===== src/rtl/simd_sat_accumulator.sv =====
// rtl/simd_sat_accumulator.sv - packed SIMD saturating accumulator with per-lane sticky overflow flags
//
// Accumulates a packet of 32-bit packed words lane-by-lane and emits one
// reduced word, sticky per-lane overflow flags and the beat count per packet.
// Optional macro SIMD_ACC_CLEAR_EN adds the acc_clear abort input.
//
// Ports:
//   clk, rst                 clock, synchronous active-high reset
//   acc_clear                (SIMD_ACC_CLEAR_EN only) abort current packet
//   in_valid/in_ready        input beat handshake
//   in_data                  packed lanes
//   in_width                 0 = 4x8, 1 = 2x16, 2/3 = 1x32 (latched on first beat)
//   in_saturate              1 = saturate, 0 = wrap (latched on first beat)
//   in_last                  final beat of a packet
//   out_valid/out_ready      result handshake
//   out_data                 accumulated packed result
//   out_flags                sticky per-lane overflow flags
//   out_count                beats accepted in the packet
module simd_sat_accumulator #(
  parameter int unsigned MAX_BEATS = 16
) (
  input  logic        clk,
  input  logic        rst,
`ifdef SIMD_ACC_CLEAR_EN
  input  logic        acc_clear,
`endif
  input  logic        in_valid,
  output logic        in_ready,
  input  logic [31:0] in_data,
  input  logic [1:0]  in_width,
  input  logic        in_saturate,
  input  logic        in_last,
  output logic        out_valid,
  input  logic        out_ready,
  output logic [31:0] out_data,
  output logic [3:0]  out_flags,
  output logic [7:0]  out_count
);

  typedef enum logic [1:0] {IDLE, ACCUM, DONE} state_t;

  state_t      state_q, state_d;
  logic [31:0] acc;
  logic [3:0]  flags;
  logic [7:0]  count;
  logic [1:0]  lat_w;
  logic        lat_sat;

  logic        accept;
  logic        last;
  logic [8:0]  cnt_next;
  logic [31:0] add_a;
  logic [1:0]  add_w;
  logic        add_sat;
  logic [35:0] add_out;

  // Returns {overflow_flags[3:0], sum[31:0]}. Overflow is detected from the
  // sign rule: equal operand signs and a differing sum sign.
  function automatic logic [35:0] lane_add(input logic [31:0] a, input logic [31:0] b,
                                           input logic [1:0] w, input logic sat);
    logic [31:0] r;
    logic [3:0]  f;
    logic [7:0]  s8;
    logic [15:0] s16;
    logic [31:0] s32;
    r = '0;
    f = '0;
    case (w)
      2'd0: begin
        for (int i = 0; i < 4; i++) begin
          s8 = a[8*i +: 8] + b[8*i +: 8];
          r[8*i +: 8] = s8;
          if (a[8*i+7] == b[8*i+7] && s8[7] != a[8*i+7]) begin
            f[i] = 1'b1;
            if (sat) r[8*i +: 8] = a[8*i+7] ? 8'h80 : 8'h7F;
          end
        end
      end
      2'd1: begin
        for (int i = 0; i < 2; i++) begin
          s16 = a[16*i +: 16] + b[16*i +: 16];
          r[16*i +: 16] = s16;
          if (a[16*i+15] == b[16*i+15] && s16[15] != a[16*i+15]) begin
            f[i] = 1'b1;
            if (sat) r[16*i +: 16] = a[16*i+15] ? 16'h8000 : 16'h7FFF;
          end
        end
      end
      default: begin
        s32 = a + b;
        r = s32;
        if (a[31] == b[31] && s32[31] != a[31]) begin
          f[0] = 1'b1;
          if (sat) r = a[31] ? 32'h8000_0000 : 32'h7FFF_FFFF;
        end
      end
    endcase
    return {f, r};
  endfunction

  // The first beat of a packet adds onto zero using its own width/saturate;
  // later beats use the values latched from that first beat.
  assign add_a   = (state_q == IDLE) ? 32'd0 : acc;
  assign add_w   = (state_q == IDLE) ? in_width : lat_w;
  assign add_sat = (state_q == IDLE) ? in_saturate : lat_sat;
  assign add_out = lane_add(add_a, in_data, add_w, add_sat);

  assign accept   = in_valid && in_ready;
  assign cnt_next = {1'b0, count} + 9'd1;
  assign last     = in_last || (cnt_next == 9'(MAX_BEATS));

  assign out_data  = acc;
  assign out_flags = flags;
  assign out_count = count;

  always_comb begin
    state_d   = state_q;
    in_ready  = 1'b0;
    out_valid = 1'b0;
    case (state_q)
      IDLE: begin
        in_ready = !rst;
        if (accept) state_d = last ? DONE : ACCUM;
      end
      ACCUM: begin
        in_ready = !rst;
        if (accept && last) state_d = DONE;
      end
      DONE: begin
        out_valid = 1'b1;
        if (out_ready) state_d = IDLE;
      end
      default: state_d = IDLE;
    endcase
  end

  always_ff @(posedge clk) begin
    if (rst) begin
      state_q <= IDLE;
`ifdef SIMD_ACC_CLEAR_EN
    end else if (acc_clear) begin
      state_q <= IDLE;
`endif
    end else begin
      state_q <= state_d;
    end
  end

  always_ff @(posedge clk) begin
    if (rst) begin
      acc     <= '0;
      flags   <= '0;
      count   <= '0;
      lat_w   <= '0;
      lat_sat <= 1'b0;
`ifdef SIMD_ACC_CLEAR_EN
    end else if (acc_clear) begin
      acc   <= '0;
      flags <= '0;
      count <= '0;
`endif
    end else begin
      case (state_q)
        IDLE: begin
          if (accept) begin
            lat_w   <= in_width;
            lat_sat <= in_saturate;
            acc     <= add_out[31:0];
            flags   <= add_out[35:32];
            count   <= 8'd1;
          end
        end
        ACCUM: begin
          if (accept) begin
            acc   <= add_out[31:0];
            flags <= flags | add_out[35:32];
            count <= cnt_next[7:0];
          end
        end
        DONE: begin
          if (out_ready) begin
            acc   <= '0;
            flags <= '0;
            count <= '0;
          end
        end
        default: ;
      endcase
    end
  end

endmodule


===== config.mk =====
export PLATFORM = sky130hd
export DESIGN_NAME = simd_sat_accumulator
export DESIGN_NICKNAME = d
export VERILOG_FILES = /design/src/rtl/simd_sat_accumulator.sv
export SDC_FILE = /design/constraint.sdc
export NUM_CORES = 1
export LEC_CHECK = 0
export BUFFER_PORTS_ARGS = -buffer_cell sky130_fd_sc_hd__buf_2
export CAP_MARGIN = 20
export CORE_UTILIZATION = 59
export CTS_CLUSTER_DIAMETER = 30
export DETAILED_ROUTE_END_ITERATION = 7
export PLACE_DENSITY = 0.83
export SYNTH_ARGS = -nofsm -noshare
export SYNTH_HDL_FRONTEND = slang
export SYNTH_SLANG_ARGS = --single-unit
export TNS_END_PERCENT = 1

===== constraint.sdc =====
create_clock -name clk -period 4.9 [get_ports clk]
set_input_delay 0.98 -clock clk [delete_from_list [all_inputs] [get_ports clk]]
set_output_delay 0.98 -clock clk [all_outputs]
set_load 0.02 [all_outputs]

==> results.py, run 1 <==
metrics = {
    "drt": {
        "vias": 5848,
        "postRouteAntennaNets": 0,
        "drtIter0Drc": 566,
        "first_pass_iters": 7,
        "drc": 12,
        "wl_per_cell_um": 16.9,
        "viasPerCell": 6.38,
        "routed_wl_um": 15500,
    },
    "critical_path": {
        "worstSetupEndpointType": "flip-flop",
        "slowest_delay_ns": 0.59,
        "cp.depth": 15,
        "r2r_start": "state_q[0]",
        "worstPathCellList": "inv_1 -> ha_2 -> buf_4 -> buf_4 -> nor2b_1 -> ha_1 -> a211oi_1 -> o21bai_1 -> nand2b_1 -> o2111a_1 -> nor4_1 -> or2_1 -> nor2_4 -> o211ai_1 -> o211ai_1",
        "cp_slowest_cell": "or2_1",
        "r2r_slack_ns": 0.41,
        "endpoint": "out_data[7]",
        "path_buf_inv": 3,
        "startpoint": "state_q[0]",
        "cp_top_family": "simple AND/OR/NAND/NOR gates",
        "r2r_cells": 15,
        "reg2reg_to": "out_data[7]",
        "startpoint_type": "flip-flop",
        "critPathKind": "reg2reg",
        "required_ns": 5.10,
        "arrival_ns": 4.69,
        "crit_path_max_fanout": 27,
    },
    "floorplan": {
        "pin_count": 86,
        "row_count": 34,
        "initial_utilization_pct": 61.5,
        "fp.dieH_um": 97.8,
        "chipWidth_um": 97.8,
        "dieArea_sq_um": 9570,
        "core_area_sq_um": 8810,
    },
    "grt": {
        "grt_pass1_vias": 5515,
        "grt_overflow": 0,
        "grt_antenna_before_repair": 0,
        "track_usage_pct": 32.4,
        "grt_pass1_wl_um": 25700,
        "grt_max_degree": 28,
    },
    "logic_synthesis": {
        "synth-main-ff-cell": "dfxtp_1",
        "netlist.top_cell.by_area": "dfxtp_1",
        "syn_area_sq_um": 5420,
        "yosysSeqAreaShare_pct": 18.1,
        "synth_area_leaders": "dfxtp_1 18%, ha_1 7.4%, nand2_1 7.1%",
        "synth_top_area_share_pct": 18.1,
        "async_flop_share_pct": 0,
        "syn_nets": 825,
        "ys_ff_latch": 49,
        "syn_avg_cell_area_sq_um": 7.23,
        "synth_edf_count": 0,
        "ys_types": 84,
        "synthCells": 749,
        "yosysWarnings": 0,
    },
    "finish": {
        "stdcell_count": 916,
        "multiInputGateArea_sq_um": 4160,
        "drive_above_1_share_pct": 17.9,
        "nets": 883,
        "syn_to_final_growth_pct": 9.42,
        "area.sequential_sq_um": 981,
        "fillers": 800,
        "insertedDiodeCount": 0,
        "fin_area_sq_um": 5930,
    },
    "min_path": {
        "hold_class": "reg2reg",
    },
    "timing": {
        "setup_viol": 0,
        "tns_ns": 0,
        "layout_worst_path_cycle_share_pct": 91.6,
        "fin_skew_ns": 0.0157,
        "period_needed_ns": 4.49,
        "fmax_ghz": 0.223,
        "rsz0062_at_grt": "false",
        "slew_headroom_pct": 49.7,
        "tightest_slew_ns": 0.750,
        "final_max_slew_viol_count": 0,
        "hold_viol_final": 0,
    },
    "power": {
        "p_leak_nw": 2.60,
        "ir_worst_vdd_uv": 166,
        "powerDensity_nw_per_um2": 279,
    },
    "clock_tree": {
        "hold_buffers": 0,
        "htree_levels": 2,
        "cts_resized": 0,
        "root_buffer": "clkbuf_8",
        "clock_latency_ns": 0.33,
        "cts_buffers": 5,
        "post_cts_buffers": 0,
        "cts_tree": "yes",
        "clockBufferDepth": 2,
        "clk_pin_slew_ns": 0.10,
        "clock-sinks": 49,
    },
    "place": {
        "dpl_cell_area_sq_um": 5840,
        "io_buffer_count": 85,
        "hpwl_um": 11600,
        "post-place-cells": 908,
        "globalplace.congestion": 0.967,
    },
    "flow_run": {
        "drv_cap": 0,
    },
    "status": {
        "violations": "DRC",
        "status": "finished, violations left",
    },
}
-- worst min path at each step --
stage                      start           end  slack (ns)  cells past startpoint
finish              out_data[24]  out_data[24]        0.45                      2
global placement    out_data[24]  out_data[24]        0.44                      2
detailed placement  out_data[24]  out_data[24]        0.44                      2
CTS                 out_data[24]  out_data[24]        0.45                      2
floorplan               lat_w[0]      lat_w[0]        0.44                      2
global route        out_data[10]  out_data[10]        0.48                      2
-- synth_stat cells, drive strengths merged, types with 7 or more instances --
| cell | count |
|---|---|
| nand2 | 103 |
| a21oi | 70 |
| o21ai | 64 |
| nor2 | 57 |
| dfxtp | 49 |
| nor2b | 41 |
| ha | 32 |
| clkbuf | 28 |
| xnor2 | 23 |
| nand3 | 22 |
| inv | 19 |
| a21o | 16 |
| xor2 | 16 |
| buf | 15 |
| nand2b | 14 |
| nor3 | 12 |
| o211ai | 12 |
| or2 | 12 |
| a211oi | 10 |
| o31ai | 10 |
| nand4 | 7 |
| o21bai | 7 |
-- final cells by class --
type                    count  area share, %
clock inverters             2          0.232
multi-input cells         638           70.2
repair buffers             94           8.32
inverters                  19           1.20
clock buffers               6           1.22
flip-flops and latches     49           16.6
well taps                 108           2.28
-- placed cells by master (no fill, tap or decap), types with 4 or more instances in the layout --
cell / n
a211oi_1: 10
a21o_1: 16
a21oi_1: 66
a21oi_2: 4
a221o_1: 4
a31oi_1: 5
and2_1: 5
and3_1: 5
buf_2: 85
buf_4: 9
clkbuf_8: 5
dfxtp_1: 49
fa_1: 4
ha_1: 31
inv_1: 19
mux2_2: 4
mux2i_1: 6
nand2_1: 103
nand2b_1: 13
nand3_1: 22
nand4_1: 7
nor2_1: 55
nor2b_1: 39
nor3_1: 11
nor4_1: 5
o211ai_1: 12
o21a_1: 5
o21ai_0: 57
o21ai_1: 7
o21bai_1: 7
o31ai_1: 9
or2_2: 11
or3_1: 6
xnor2_1: 23
xor2_1: 16
-- power by group --
group | switching [mW] | internal, mW
Combinational | 0.537 | 0.320
Sequential | 0.0598 | 0.474
Clock | 0.162 | 0.103
-- logic make-up (layout without fill, tap and decap cells) --
group,after synthesis,after routing,share of synthesized area (%)
and+or+nand+nor,304,304,28.7
AOI/OAI and AO/OA,245,245,30.0
buffers and inverters,62,121,5.17
DFF,49,49,18.1
xor gates and xnor gates,39,39,6.31
adders and majority gates,38,38,9.24
muxes,12,12,2.49
-- sequential cells by signal, indices dropped and copies added, names as in the netlist --
register,cells
lat_sat,1
out_data,32
out_flags,4
lat_w,2
state_q,2
out_count,8
-- layer usage --
layer / part of all wire (%) / global-route usage, % / vias to the layer above / wire [um]
met2: 47 / 54.4 / 244 / 7330
li1: - / - / 2825 / -
met4: 2.0 / 12.4 / 0 / 315
met3: 6.9 / 4.29 / 35 / 1060
met5: 0 / 0 / - / 0
met1: 44 / 42.3 / 2744 / 6760
-- worst min-delay path, cell delays in order, from the launching register on --
cell	delay, ns
dfxtp_1	0.33
nand2_1	0.05
nand2_1	0.04
-- per-stage QoR --
stage	setup slack [ns]	hold slack, ns	utilization, %	power (mW)
2_1_floorplan	0.931	0.436	-	1.15
3_3_place_gp	0.743	0.437	66.3	1.36
3_5_place_dp	0.481	0.438	66.3	1.38
4_1_cts	0.469	0.453	67.3	1.64
5_1_grt	0.127	0.481	67.3	1.75
6_report	0.410	0.448	67.3	1.66
(Power assumes the default switching activity.)
==> run 2, diff against run 1 <==
--- a/config.mk
+++ b/config.mk
@@ -8,6 +8,7 @@
 export BUFFER_PORTS_ARGS = -buffer_cell sky130_fd_sc_hd__buf_2
 export CAP_MARGIN = 20
 export CORE_UTILIZATION = 59
+export CTS_BUF_LIST = sky130_fd_sc_hd__clkbuf_4 sky130_fd_sc_hd__clkbuf_8 sky130_fd_sc_hd__clkbuf_16
 export CTS_CLUSTER_DIAMETER = 30
 export DETAILED_ROUTE_END_ITERATION = 7
 export PLACE_DENSITY = 0.83
==> results.py, run 2 (same netlist as run 1, synthesis figures left out) <==
metrics = {
    "grt": {
        "grt_pass1_wl_um": 25600,
        "track_usage_pct": 32.3,
        "grt_max_degree": 28,
        "grt_antenna_before_repair": 0,
        "grt_overflow": 0,
        "grt_pass1_vias": 5514,
    },
    "drt": {
        "viasPerCell": 6.34,
        "drc": 12,
        "drtIter0Drc": 468,
        "first_pass_iters": 7,
        "postRouteAntennaNets": 0,
        "routed_wl_um": 15400,
        "vias": 5812,
        "wl_per_cell_um": 16.8,
    },
    "timing": {
        "tns_ns": 0,
        "final_max_slew_viol_count": 0,
        "layout_worst_path_cycle_share_pct": 91.7,
        "fin_skew_ns": 0.0165,
        "slew_headroom_pct": 52.0,
        "fmax_ghz": 0.223,
        "setup_viol": 0,
        "hold_viol_final": 0,
        "rsz0062_at_grt": "false",
        "period_needed_ns": 4.49,
        "tightest_slew_ns": 0.717,
    },
    "clock_tree": {
        "clk_pin_slew_ns": 0.10,
        "post_cts_buffers": 0,
        "cts_buffers": 5,
        "clock-sinks": 49,
        "cts_tree": "yes",
        "clockBufferDepth": 2,
        "cts_resized": 0,
        "clock_latency_ns": 0.32,
        "htree_levels": 2,
        "root_buffer": "clkbuf_8",
        "hold_buffers": 0,
    },
    "critical_path": {
        "r2r_slack_ns": 0.41,
        "arrival_ns": 4.69,
        "required_ns": 5.10,
        "critPathKind": "reg2reg",
        "r2r_start": "state_q[0]",
        "worstSetupEndpointType": "flip-flop",
        "crit_path_max_fanout": 27,
        "r2r_cells": 15,
        "startpoint_type": "flip-flop",
        "reg2reg_to": "out_data[7]",
    },
    "power": {
        "powerDensity_nw_per_um2": 280,
        "ir_worst_vdd_uv": 177,
        "p_leak_nw": 2.60,
    },
    "min_path": {
        "hold_class": "reg2reg",
        "hold_end": "out_data[24]",
        "hold_path_depth": 2,
        "min_from": "out_data[24]",
    },
    "finish": {
        "fin_util_pct": 67.3,
        "drive_above_1_share_pct": 18.1,
        "nets": 883,
        "final_common_cell": "nand2_1",
        "area.sequential_sq_um": 981,
        "final_cell_mix": "103 x nand2_1, 85 x buf_2, 66 x a21oi_1",
        "insertedDiodeCount": 0,
        "fillers": 803,
        "multiInputGateArea_sq_um": 4160,
        "largest_register_ffs": 32,
        "syn_to_final_growth_pct": 9.49,
    },
    "floorplan": {
        "fp.dieH_um": 97.8,
        "core_area_sq_um": 8810,
        "dieArea_sq_um": 9570,
        "initial_utilization_pct": 61.5,
        "row_count": 34,
        "chipWidth_um": 97.8,
        "pin_count": 86,
    },
    "status": {
        "violations": "DRC",
        "status": "finished, violations left",
    },
    "place": {
        "io_buffer_count": 85,
        "hpwl_um": 11600,
        "globalplace.congestion": 0.967,
    },
    "flow_run": {
        "drv_cap": 0,
    },
}
-- run 2: cell counts in the layout (fill, tap and decap cells not counted) --
No cell type changed its count.
-- run 2: how the worst max path moves through the flow --
stage               startpoint           end  slack, ns  cells past startpoint
finish              state_q[0]   out_data[7]       0.41                     15
global placement    in_data[0]  out_data[30]       0.74                     12
detailed placement  state_q[0]   out_data[7]       0.48                     15
global route        state_q[1]   out_data[4]       0.13                     15
floorplan           state_q[0]  out_data[18]       0.93                     19
CTS                 state_q[0]   out_data[7]       0.47                     15
-- run 2: through the flow --
step / total power, mW / hold slack [ns] / setup WS (ns) / instances / cell area, sq um
3_5_place_dp: 1.38 / 0.438 / 0.481 / 908 / 5840
4_1_cts: 1.65 / 0.453 / 0.466 / 916 / 5930
2_1_floorplan: 1.15 / 0.436 / 0.931 / 749 / 5420
6_report: 1.66 / 0.449 / 0.406 / 916 / 5930
5_1_grt: 1.76 / 0.481 / 0.127 / 916 / 5930
3_3_place_gp: 1.36 / 0.437 / 0.743 / 908 / 5840
-- run 2: layer usage --
layer	vias to the layer above	part of all wire (%)	GRT usage [%]
li1	2820	-	-
met1	2708	43	41.8
met2	233	47	54.1
met3	51	7.0	4.51
met4	0	2.7	13.1
met5	-	0	0
-- run 2: final cells by class --
type / instances / share of cell area [%]
clock buffer: 6 / 1.29
clock inverter: 2 / 0.232
inverter: 19 / 1.20
multi-input combinational: 638 / 70.1
sequential: 49 / 16.5
tap: 108 / 2.28
timing repair buffer: 94 / 8.31
-- run 2: report_power, final --
group | internal, mW | switching (mW) | total [mW]
Clock | 0.108 | 0.160 | 0.268
Combinational | 0.320 | 0.536 | 0.856
Sequential | 0.474 | 0.0595 | 0.534
-- run 2: critical path: stages, from the launching register on --
cell and delay, ns:
dfxtp_1 0.34, inv_1 0.10, ha_2 0.56, buf_4 0.31
buf_4 0.21, nor2b_1 0.07, ha_1 0.38, a211oi_1 0.35
o21bai_1 0.21, nand2b_1 0.22, o2111a_1 0.28, nor4_1 0.28
or2_1 0.59, nor2_4 0.15, o211ai_1 0.22, o211ai_1 0.11
==> run 3, diff against run 2 <==
--- a/config.mk
+++ b/config.mk
@@ -7,11 +7,11 @@
 export LEC_CHECK = 0
 export BUFFER_PORTS_ARGS = -buffer_cell sky130_fd_sc_hd__buf_2
 export CAP_MARGIN = 20
-export CORE_UTILIZATION = 59
+export CORE_UTILIZATION = 45
 export CTS_BUF_LIST = sky130_fd_sc_hd__clkbuf_4 sky130_fd_sc_hd__clkbuf_8 sky130_fd_sc_hd__clkbuf_16
 export CTS_CLUSTER_DIAMETER = 30
 export DETAILED_ROUTE_END_ITERATION = 7
-export PLACE_DENSITY = 0.83
+export PLACE_DENSITY = 0.66
 export SYNTH_ARGS = -nofsm -noshare
 export SYNTH_HDL_FRONTEND = slang
 export SYNTH_SLANG_ARGS = --single-unit
==> results.py, run 3 (same netlist as run 1, synthesis figures left out) <==
metrics = {
    "finish": {
        "nets": 886,
        "drive_above_1_share_pct": 18.4,
        "area.sequential_sq_um": 981,
        "syn_to_final_growth_pct": 11.8,
        "final_cell_mix": "103 x nand2_1, 85 x buf_2, 66 x a21oi_1",
        "stdcell_count": 954,
        "multiInputGateArea_sq_um": 4160,
        "final_common_cell": "nand2_1",
        "largest_register_ffs": 32,
        "fillers": 1200,
        "insertedDiodeCount": 0,
    },
    "floorplan": {
        "core_area_sq_um": 11600,
        "initial_utilization_pct": 46.8,
        "row_count": 39,
        "fp.dieH_um": 112,
        "dieArea_sq_um": 12500,
        "pin_count": 86,
        "chipWidth_um": 112,
    },
    "min_path": {
        "hold_end": "out_data[19]",
        "hold_class": "reg2reg",
        "hold_path_depth": 2,
        "min_from": "out_data[19]",
    },
    "clock_tree": {
        "cts_tree": "yes",
        "post_cts_buffers": 0,
        "clockBufferDepth": 2,
        "htree_levels": 2,
        "cts_buffers": 5,
        "clock-sinks": 49,
        "hold_buffers": 0,
        "root_buffer": "clkbuf_16",
        "clock_latency_ns": 0.31,
        "clk_pin_slew_ns": 0.08,
        "cts_resized": 0,
    },
    "place": {
        "hpwl_um": 12100,
        "post-place-cells": 946,
        "dp_slack_ns": 0.451,
        "globalplace.congestion": 0.965,
        "io_buffer_count": 85,
    },
    "flow_run": {
        "drv_cap": 0,
    },
    "critical_path": {
        "reg2reg_to": "out_data[25]",
        "r2r_start": "state_q[1]",
        "crit_path_max_fanout": 35,
        "startpoint_type": "flip-flop",
        "cp_slowest_cell": "a2111oi_1",
        "critPathKind": "reg2reg",
        "cpMostUsedCell": "nand2_1",
        "r2r_slack_ns": 0.34,
        "r2r_cells": 14,
        "required_ns": 5.11,
        "worstSetupEndpointType": "flip-flop",
        "worstPathCellList": "inv_1 -> ha_2 -> buf_4 -> nor2b_1 -> ha_1 -> nand2_1 -> o21ai_0 -> a31oi_1 -> a2111oi_1 -> a2111oi_0 -> nor4_1 -> xnor2_1 -> nand2_1 -> a32o_1",
        "slowest_delay_ns": 0.79,
        "arrival_ns": 4.77,
    },
    "status": {
        "violations": "DRC",
        "status": "finished, violations left",
    },
    "timing": {
        "fin_skew_ns": 0.00902,
        "final_max_slew_viol_count": 0,
        "tns_ns": 0,
        "setup_viol": 0,
        "tightest_slew_ns": 0.785,
        "layout_worst_path_cycle_share_pct": 93.0,
        "rsz0062_at_grt": "false",
        "slew_headroom_pct": 46.2,
        "setup_slack_ns": 0.344,
        "fmax_ghz": 0.220,
        "period_needed_ns": 4.56,
        "whs_ns": 0.452,
        "hold_viol_final": 0,
    },
    "grt": {
        "track_usage_pct": 25.7,
        "grt_overflow": 0,
        "grt_pass1_wl_um": 26100,
        "grt_antenna_before_repair": 0,
        "grt_pass1_vias": 5358,
        "grt_max_degree": 36,
    },
    "drt": {
        "postRouteAntennaNets": 0,
        "routed_wl_um": 16000,
        "drc": 6,
        "drtIter0Drc": 477,
        "wl_per_cell_um": 16.8,
        "first_pass_iters": 7,
        "viasPerCell": 6.07,
        "vias": 5789,
    },
    "power": {
        "total_power_mw": 1.77,
        "ir_worst_vdd_uv": 164,
        "powerDensity_nw_per_um2": 293,
        "p_leak_nw": 2.64,
    },
}
[run 3: report_power, final]
group	switching, mW	internal (mW)	total (mW)
Clock	0.181	0.196	0.377
Combinational	0.538	0.324	0.863
Sequential	0.0594	0.475	0.534
Total	0.779	0.995	1.77
[run 3: routing by layer]
| metal | GRT usage, % | wire (um) | vias to the layer above |
|---|---|---|---|
| li1 | - | - | 2830 |
| met1 | 33.4 | 7240 | 2732 |
| met2 | 42.5 | 7460 | 198 |
| met3 | 4.84 | 1060 | 29 |
| met4 | 8.83 | 281 | 0 |
| met5 | 0 | 0 | - |
[run 3: area by class of cell]
class / instances / area share (%)
multi-input cells: 638 / 68.7
flip-flops and latches: 49 / 16.2
repair buffers: 97 / 8.51
well taps: 143 / 2.96
clock buffers: 6 / 2.19
inverters: 19 / 1.18
clock inverters: 2 / 0.248
[run 3: metrics by stage]
stage	utilization [%]	cell area (sq um)
after floorplan	-	5420
after global placement	51.1	5910
after detailed placement	51.1	5910
after CTS	52.4	6050
after global routing	52.4	6050
final	52.4	6050
[run 3: worst max-delay path, delay by kind of cell, from the launching register on]
family                   cells  cell delay [ns]
AO/OA/AOI/OAI                5             1.81
adder cells (fa/ha/maj)      2             1.16
AND/OR/NAND/NOR              4             0.59
buffers and inverters        2             0.38
flip-flops                   1             0.34
XOR/XNOR                     1             0.17
[run 3: worst max-delay path by stage]
stage                         endpoint       start  slack [ns]  cells after the start
final                     out_data[25]  state_q[1]        0.34                     14
after global routing      out_data[25]  state_q[0]        0.08                     14
after CTS                 out_data[25]  state_q[0]        0.44                     14
after detailed placement  out_data[25]  state_q[0]        0.45                     14
after global placement    out_data[25]  state_q[0]        0.68                     14
after floorplan           out_data[18]  state_q[0]        0.93                     19
